$ cat config.mk
export PLATFORM = sky130hd
export DESIGN_NAME = uart_tx_fifo
export DESIGN_NICKNAME = d
export VERILOG_FILES = /design/src/rtl/uart_tx_fifo.sv
export SDC_FILE = /design/constraint.sdc
export NUM_CORES = 1
export LEC_CHECK = 0
export ABC_AREA = 1
export CORE_MARGIN = 2
export CORE_UTILIZATION = 40
export CTS_BUF_LIST = sky130_fd_sc_hd__clkbuf_4 sky130_fd_sc_hd__clkbuf_8
export DETAILED_ROUTE_END_ITERATION = 12
export HOLD_SLACK_MARGIN = 0.1
export SLEW_MARGIN = 0
export SYNTH_ARGS = -nofsm -noshare
export SYNTH_HDL_FRONTEND = slang
export SYNTH_SLANG_ARGS = --single-unit
$ cat constraint.sdc
create_clock -name clk_uart -period 6.4 [get_ports clk_uart]
set_input_delay 0.96 -clock clk_uart [delete_from_list [all_inputs] [get_ports clk_uart]]
set_output_delay 0.96 -clock clk_uart [all_outputs]
set_load 0.05 [all_outputs]
$ cat src/rtl/uart_tx_fifo.sv
// Transmit byte FIFO and feeder for uart_tx, clk_uart domain.
// Queued bytes are popped one at a time and held on tx_data for a whole frame.
module uart_tx_fifo #(
  parameter int unsigned DEPTH = 16,
  parameter int unsigned AW    = 4
) (
  input  logic          clk_uart,
  input  logic          rst,
  input  logic          wr_en,
  input  logic [7:0]    wr_data,
  input  logic          flush,
  input  logic          ovf_clr,
  input  logic          tx_busy,
  output logic [7:0]    tx_data,
  output logic          tx_start,
  output logic          full,
  output logic          empty,
  output logic [AW:0]   level,
  output logic          overflow,
  output logic          idle
);

  localparam logic [AW:0] LvlFull = (AW+1)'(DEPTH);

  typedef enum logic [1:0] {StIdle, StWaitBusy, StWaitDone} state_e;

  state_e          state_q, state_d;
  logic [AW-1:0]   wptr_q, wptr_d;
  logic [AW-1:0]   rptr_q, rptr_d;
  logic [AW:0]     level_q, level_d;
  logic            ovf_q, ovf_d;
  logic [7:0]      tx_data_q, tx_data_d;
  logic            tx_start_q, tx_start_d;
  logic [7:0]      mem [DEPTH];
  logic            push, pop;

  assign full  = (level_q == LvlFull);
  assign empty = (level_q == '0);

  // Full is judged on pre-edge level, so a same-cycle pop never frees a slot for this write.
  assign push = wr_en && !full && !flush;

  always_comb begin
    state_d    = state_q;
    tx_data_d  = tx_data_q;
    tx_start_d = 1'b0;
    pop        = 1'b0;
    unique case (state_q)
      StIdle: begin
        if (!empty && !flush) begin
          pop        = 1'b1;
          tx_data_d  = mem[rptr_q];
          tx_start_d = 1'b1;
          state_d    = StWaitBusy;
        end
      end
      StWaitBusy: begin
        if (tx_busy) state_d = StWaitDone;
      end
      StWaitDone: begin
        if (!tx_busy) state_d = StIdle;
      end
      default: state_d = StIdle;
    endcase
  end

  always_comb begin
    wptr_d  = wptr_q + AW'(push);
    rptr_d  = rptr_q + AW'(pop);
    level_d = level_q + (AW+1)'(push) - (AW+1)'(pop);
    if (flush) begin
      rptr_d  = wptr_q;
      level_d = '0;
    end
  end

  // A dropped write during flush is intentional, not an overflow.
  always_comb begin
    ovf_d = ovf_q;
    if (wr_en && full && !flush) begin
      ovf_d = 1'b1;
    end else if (ovf_clr) begin
      ovf_d = 1'b0;
    end
  end

  always_ff @(posedge clk_uart) begin
    if (push) mem[wptr_q] <= wr_data;
  end

  always_ff @(posedge clk_uart or posedge rst) begin
    if (rst) begin
      state_q    <= StIdle;
      wptr_q     <= '0;
      rptr_q     <= '0;
      level_q    <= '0;
      ovf_q      <= 1'b0;
      tx_data_q  <= 8'h00;
      tx_start_q <= 1'b0;
    end else begin
      state_q    <= state_d;
      wptr_q     <= wptr_d;
      rptr_q     <= rptr_d;
      level_q    <= level_d;
      ovf_q      <= ovf_d;
      tx_data_q  <= tx_data_d;
      tx_start_q <= tx_start_d;
    end
  end

  assign tx_data  = tx_data_q;
  assign tx_start = tx_start_q;
  assign level    = level_q;
  assign overflow = ovf_q;
  assign idle     = empty && (state_q == StIdle) && !tx_busy;

endmodule

Word level (Yosys, flattened, before mapping) --
Memory sizes are Yosys's and may differ from the RTL's. A register that Yosys moved wholly into a read port is not among the register bits. Index checks and enable logic that the tools add are counted.
Cells by class: add/subtract/negate cells 4, equality and inequality tests 6, muxes and demuxes 12, reductions and logical operators 16
Operator list (number):
- $add A4 B1 Y4 | 2
- $logic_and A1 B1 Y1 | 7
- $mux W1 | 6
- $mux W2 | 3
- $ne A2 B2 Y1 const B | 3
- $pmux W2 S3 | 1
- $add A5 B1 Y5 | 1
- $eq A5 B5 Y1 const B | 1
- $logic_not A5 Y1 | 1
- $mux W5 | 1
- $sub A5 B1 Y5 | 1
- $logic_not A1 Y1 | 4
- $mux W4 | 1
- $reduce_and A3 Y1 | 1
- $eq A2 B1 Y1 const B | 1
- $eq A2 B2 Y1 const B | 1
- $logic_not A2 Y1 | 1
- $reduce_and A2 Y1 | 1
- $reduce_bool A2 Y1 | 1
Word-level totals: flip-flop bits (word level) 17, bits in writable memories 128, input port bits 14, memories kept 1
Memory list:
- mem | depth 16, bits a word 8, rd ports 1, clocked after Yosys merged registers in 1, wr ports 1, RTL line 34 | logic [7:0] mem [DEPTH];

Depth between registers and ports, before layout --
depth after elaboration 7, mapped depth 16, gate-level depth less buffers 16

Least setup slack after synthesis --
OpenSTA, ideal clock, no wires.
path type reg-to-output, start register level_q[3], in the netlist level[3], end output idle, data arrival time 2.092 ns, required time 5.440 ns, slack 3.348 ns, stages on the path, launching flop included 5, buffers on the path 0, path through dfrtp_1 > inv_1 > ha_1 > nand4_1 > nor3_1
Between the ends: cells in the longest elaborated chain, start to end 3
Ends and longest elaborated chain:
- start, declared | RTL line 30 | logic [AW:0] level_q, level_d;
- start signal, assigned | RTL line 104 | level_q <= level_d;
- $logic_not A5 Y1 | RTL line 38 | assign empty = (level_q == '0);
- $logic_and A1 B1 Y1 (2 in a row) | RTL line 115 | assign idle = empty && (state_q == StIdle) && !tx_busy;
- end, declared | RTL line 20 | output logic idle
Every way passes these cells.

Worst setup path in the final report --
start input tx_busy, end output idle
Between the ends: cells in the longest elaborated chain, start to end 2
Ends and longest elaborated chain:
- start, declared | RTL line 13 | input logic tx_busy,
- $logic_not A1 Y1 | RTL line 115
- $logic_and A1 B1 Y1 | RTL line 115
Every way passes these cells.

==> metrics.csv <==
stage,metric,value,unit
outcome,status,completed,
pwr,combPwrFrac,0.375,
pwr,netSwitchingFraction,0.404,
timing,slew_headroom,0.256,
placement,place_ws,2.74,ns
pwr,clkPwrFrac,0.233,
critical_path,r2r_slack,3.61,ns
routing,wirelength,15.4,mm
clock_network,numCtsBuffers,17,
min_path,hold_end,tx_data[7],
critical_path,crit_path_start_kind,input port,
logic_synthesis,ys_top_cells_by_count,"209 x nand2_1, 128 x edfxtp_1, 120 x inv_1, 107 x nand3_1, 25 x dfrtp_1",
logic_synthesis,synth_nets,696,
run,maxCapViolCount,0,
routing,drc,0,
clock_network,postCtsSetupBuffers,0,
min_path,hold_path_depth,2,
logic_synthesis,synthArstFlopShare,0.163,
routing,num_vias,4527,
logic_synthesis,synthTopCellsByArea,"edfxtp_1 57%, nand2_1 12%, dfrtp_1 9.3%",
routing,wire_per_inst,16.6,µm
critical_path,timing.rr.start,level[2],
clock_network,cts_tree,done,
clock_network,ctsHoldBuffers,0,
placement,io_buffers,31,
critical_path,crit_type,in -> out,
critical_path,arrival,2.46,ns
critical_path,path_max_fanout,4,
timing,finalSetupTns,0,ns
routing,dr.pass1.iters,5,
die,fp.dieH,134,µm
logic_synthesis,ys_seq_elements,153,
timing,hold_ws,0.497,ns
timing,fin_crit_sh,0.534,
clock_network,htreeDepth,4,
die,fp.dieW,134,µm
logic_synthesis,synth_warnings,0,
pwr,p_leak,3.30,nW
logic_synthesis,syn_avg_cell_area,10.0,µm²
min_path,hp-class,reg -> reg,
logic_synthesis,synth_edf_count,128,
global_route,grt_pass1_vias,4426,
layout,fin_nets,722,
timing,setup_violations,0,
logic_synthesis,synth.distinct_cells,24,
min_path,hp-start,tx_data[7],
placement,dpl.hpwl,9.75,mm
timing,rsz0062_at_grt,false,
layout,fillerInstances,1564,
timing,fin_ws,2.98,ns
die,core_region_area,16500,µm²
clock_network,cts_resized,0,
critical_path,r2r_cells,15,
critical_path,crit_path_start,tx_busy,
global_route,grt_antenna_before_repair,0,
global_route,grt_max_degree,68,
clock_network,clock_path_buffers,2,
die,rows,47,
pwr,intPower,0.00194,W
critical_path,endpoint_kind,primary output,
clock_network,clk_pin_slew_worst_paths,0.08,ns
logic_synthesis,synth_top_area_share,0.571,
timing,worst_pin_slew,1.11,ns
timing,hold_viol,0,
pwr,p_per_area,428,nW/µm²
timing,drv_slew,0,
pwr,switching_power,0.00132,W
critical_path,regToRegEndpoint,level[4],
timing,fin_worst_skew,0.0110,ns
routing,ant_nets,0,
logic_synthesis,netlist_area,6730,µm²
placement,gp_congestion,0.837,
clock_network,clock_latency,0.45,ns
timing,fmax,293,MHz
layout,drive_gt1_frac,0.0506,
pwr,vdd_ir_drop_max,0.196,mV
global_route,grt_pass1_wl,24.2,mm
logic_synthesis,synthCells,673,
pwr,pwr-share-seq,0.393,
routing,drt_iter0_drc,455,
global_route,grt.overflow.total,0,
die,die_area,17900,µm²
layout,syn_to_final_growth,13.1,%
die,io_pins,32,
pwr,power,0.00326,W
global_route,grt_use_total,0.183,
timing,timing.final.crit_period,3.42,ns
logic_synthesis,synth-main-ff-cell,edfxtp_1,
clock_network,clock-sinks,153,
logic_synthesis,yosysSeqAreaShare,0.664,
die,initial_core_util,0.407,
layout,num_antenna_cells,0,
clock_network,cts_root_buf,clkbuf_8,
logic_synthesis,synth_top_area_cell,edfxtp_1,
routing,vias_per_cell,4.86,
critical_path,crit_required,5.44,ns
logic_synthesis,synth.most_common_cell,nand2_1,
==> power groups by stage <==
stage | clock (W) | sequential [W] | combinational (W)
floorplan | 0 | 0.00140 | 0.000758
global placement | 0 | 0.00130 | 0.00121
detailed placement | 0 | 0.00130 | 0.00122
CTS | 0.000772 | 0.00128 | 0.00122
global route | 0.000815 | 0.00130 | 0.00136
finish | 0.000759 | 0.00128 | 0.00122
==> kinds of logic (layout without fill, tap and decap cells) <==
| kind of cell | after synthesis | in the layout | share of synthesized area |
|---|---|---|---|
| XOR/XNOR | 4 | 4 | 0.00520 |
| AND/OR/NAND/NOR | 342 | 342 | 0.212 |
| adder cells (fa/ha/maj) | 9 | 9 | 0.0178 |
| buffers and inverters | 150 | 189 | 0.0890 |
| flip-flops | 153 | 153 | 0.664 |
| AO/OA/AOI/OAI | 15 | 15 | 0.0123 |
==> final cells by class <==
cell class | instances | area, µm² | share of cell area
Inverter | 124 | 465 | 0.0611
Timing Repair Buffer | 33 | 325 | 0.0427
Clock inverter | 14 | 173 | 0.0227
Multi-Input combinational cell | 370 | 1660 | 0.219
Tap cell | 220 | 275 | 0.0361
Clock buffer | 18 | 241 | 0.0317
Sequential cell | 153 | 4470 | 0.587
==> stage by stage <==
step                       util  cells  cell area (µm²)
after floorplan               -    673             6730
after global placement    0.436    900             7200
after detailed placement  0.436    900             7200
after CTS                 0.461    932             7610
after global routing      0.461    932             7610
final                     0.461    932             7610
==> worst max-delay path by stage <==
stage,end,slack [ns],cells after the start
after floorplan,idle,3.35,4
after global placement,level[4],2.82,15
after detailed placement,level[4],2.74,15
after CTS,idle,2.98,3
after global routing,level[4],2.91,15
final,idle,2.98,3
==> critical path, stage by stage <==
cell             delay (ns)
clkdlybuf4s50_1        0.47
nor3_1                 0.20
clkdlybuf4s50_1        0.83
==> flip-flops by register name (all words and copies together) (netlist names) <==
signal and count:
level 5, mem 128, overflow 1, rptr_q 4, state_q 2, tx_data 8, tx_start 1, wptr_q 4
==> routing by layer <==
layer	global-route usage	vias up	part of all wire
li1	-	2211	-
met3	0.0434	16	0.042
met2	0.286	110	0.47
met1	0.252	2190	0.47
met4	0.0615	0	0.017
met5	0	-	0
==> cell usage in the layout, fill, tap and decap left out, types with 2 or more instances in the layout <==
| cell | Yosys | final |
|---|---|---|
| clkdlybuf4s50_1 | 0 | 31 |
| clkinv_1 | 3 | 3 |
| buf_4 | 3 | 2 |
| nand3_1 | 107 | 107 |
| edfxtp_1 | 128 | 128 |
| bufinv_16 | 0 | 3 |
| xor2_1 | 2 | 2 |
| dfrtp_1 | 25 | 24 |
| clkinv_2 | 0 | 3 |
| inv_6 | 0 | 3 |
| nor2_1 | 22 | 22 |
| a21oi_1 | 4 | 4 |
| clkinv_4 | 0 | 3 |
| ha_1 | 8 | 8 |
| clkbuf_8 | 0 | 17 |
| clkinvlp_4 | 0 | 2 |
| o21ai_0 | 7 | 7 |
| nand4_1 | 3 | 3 |
| nand2_1 | 209 | 209 |
| xnor2_1 | 2 | 2 |
| inv_1 | 120 | 120 |
Note: power is estimated with default switching activity, not from simulation.
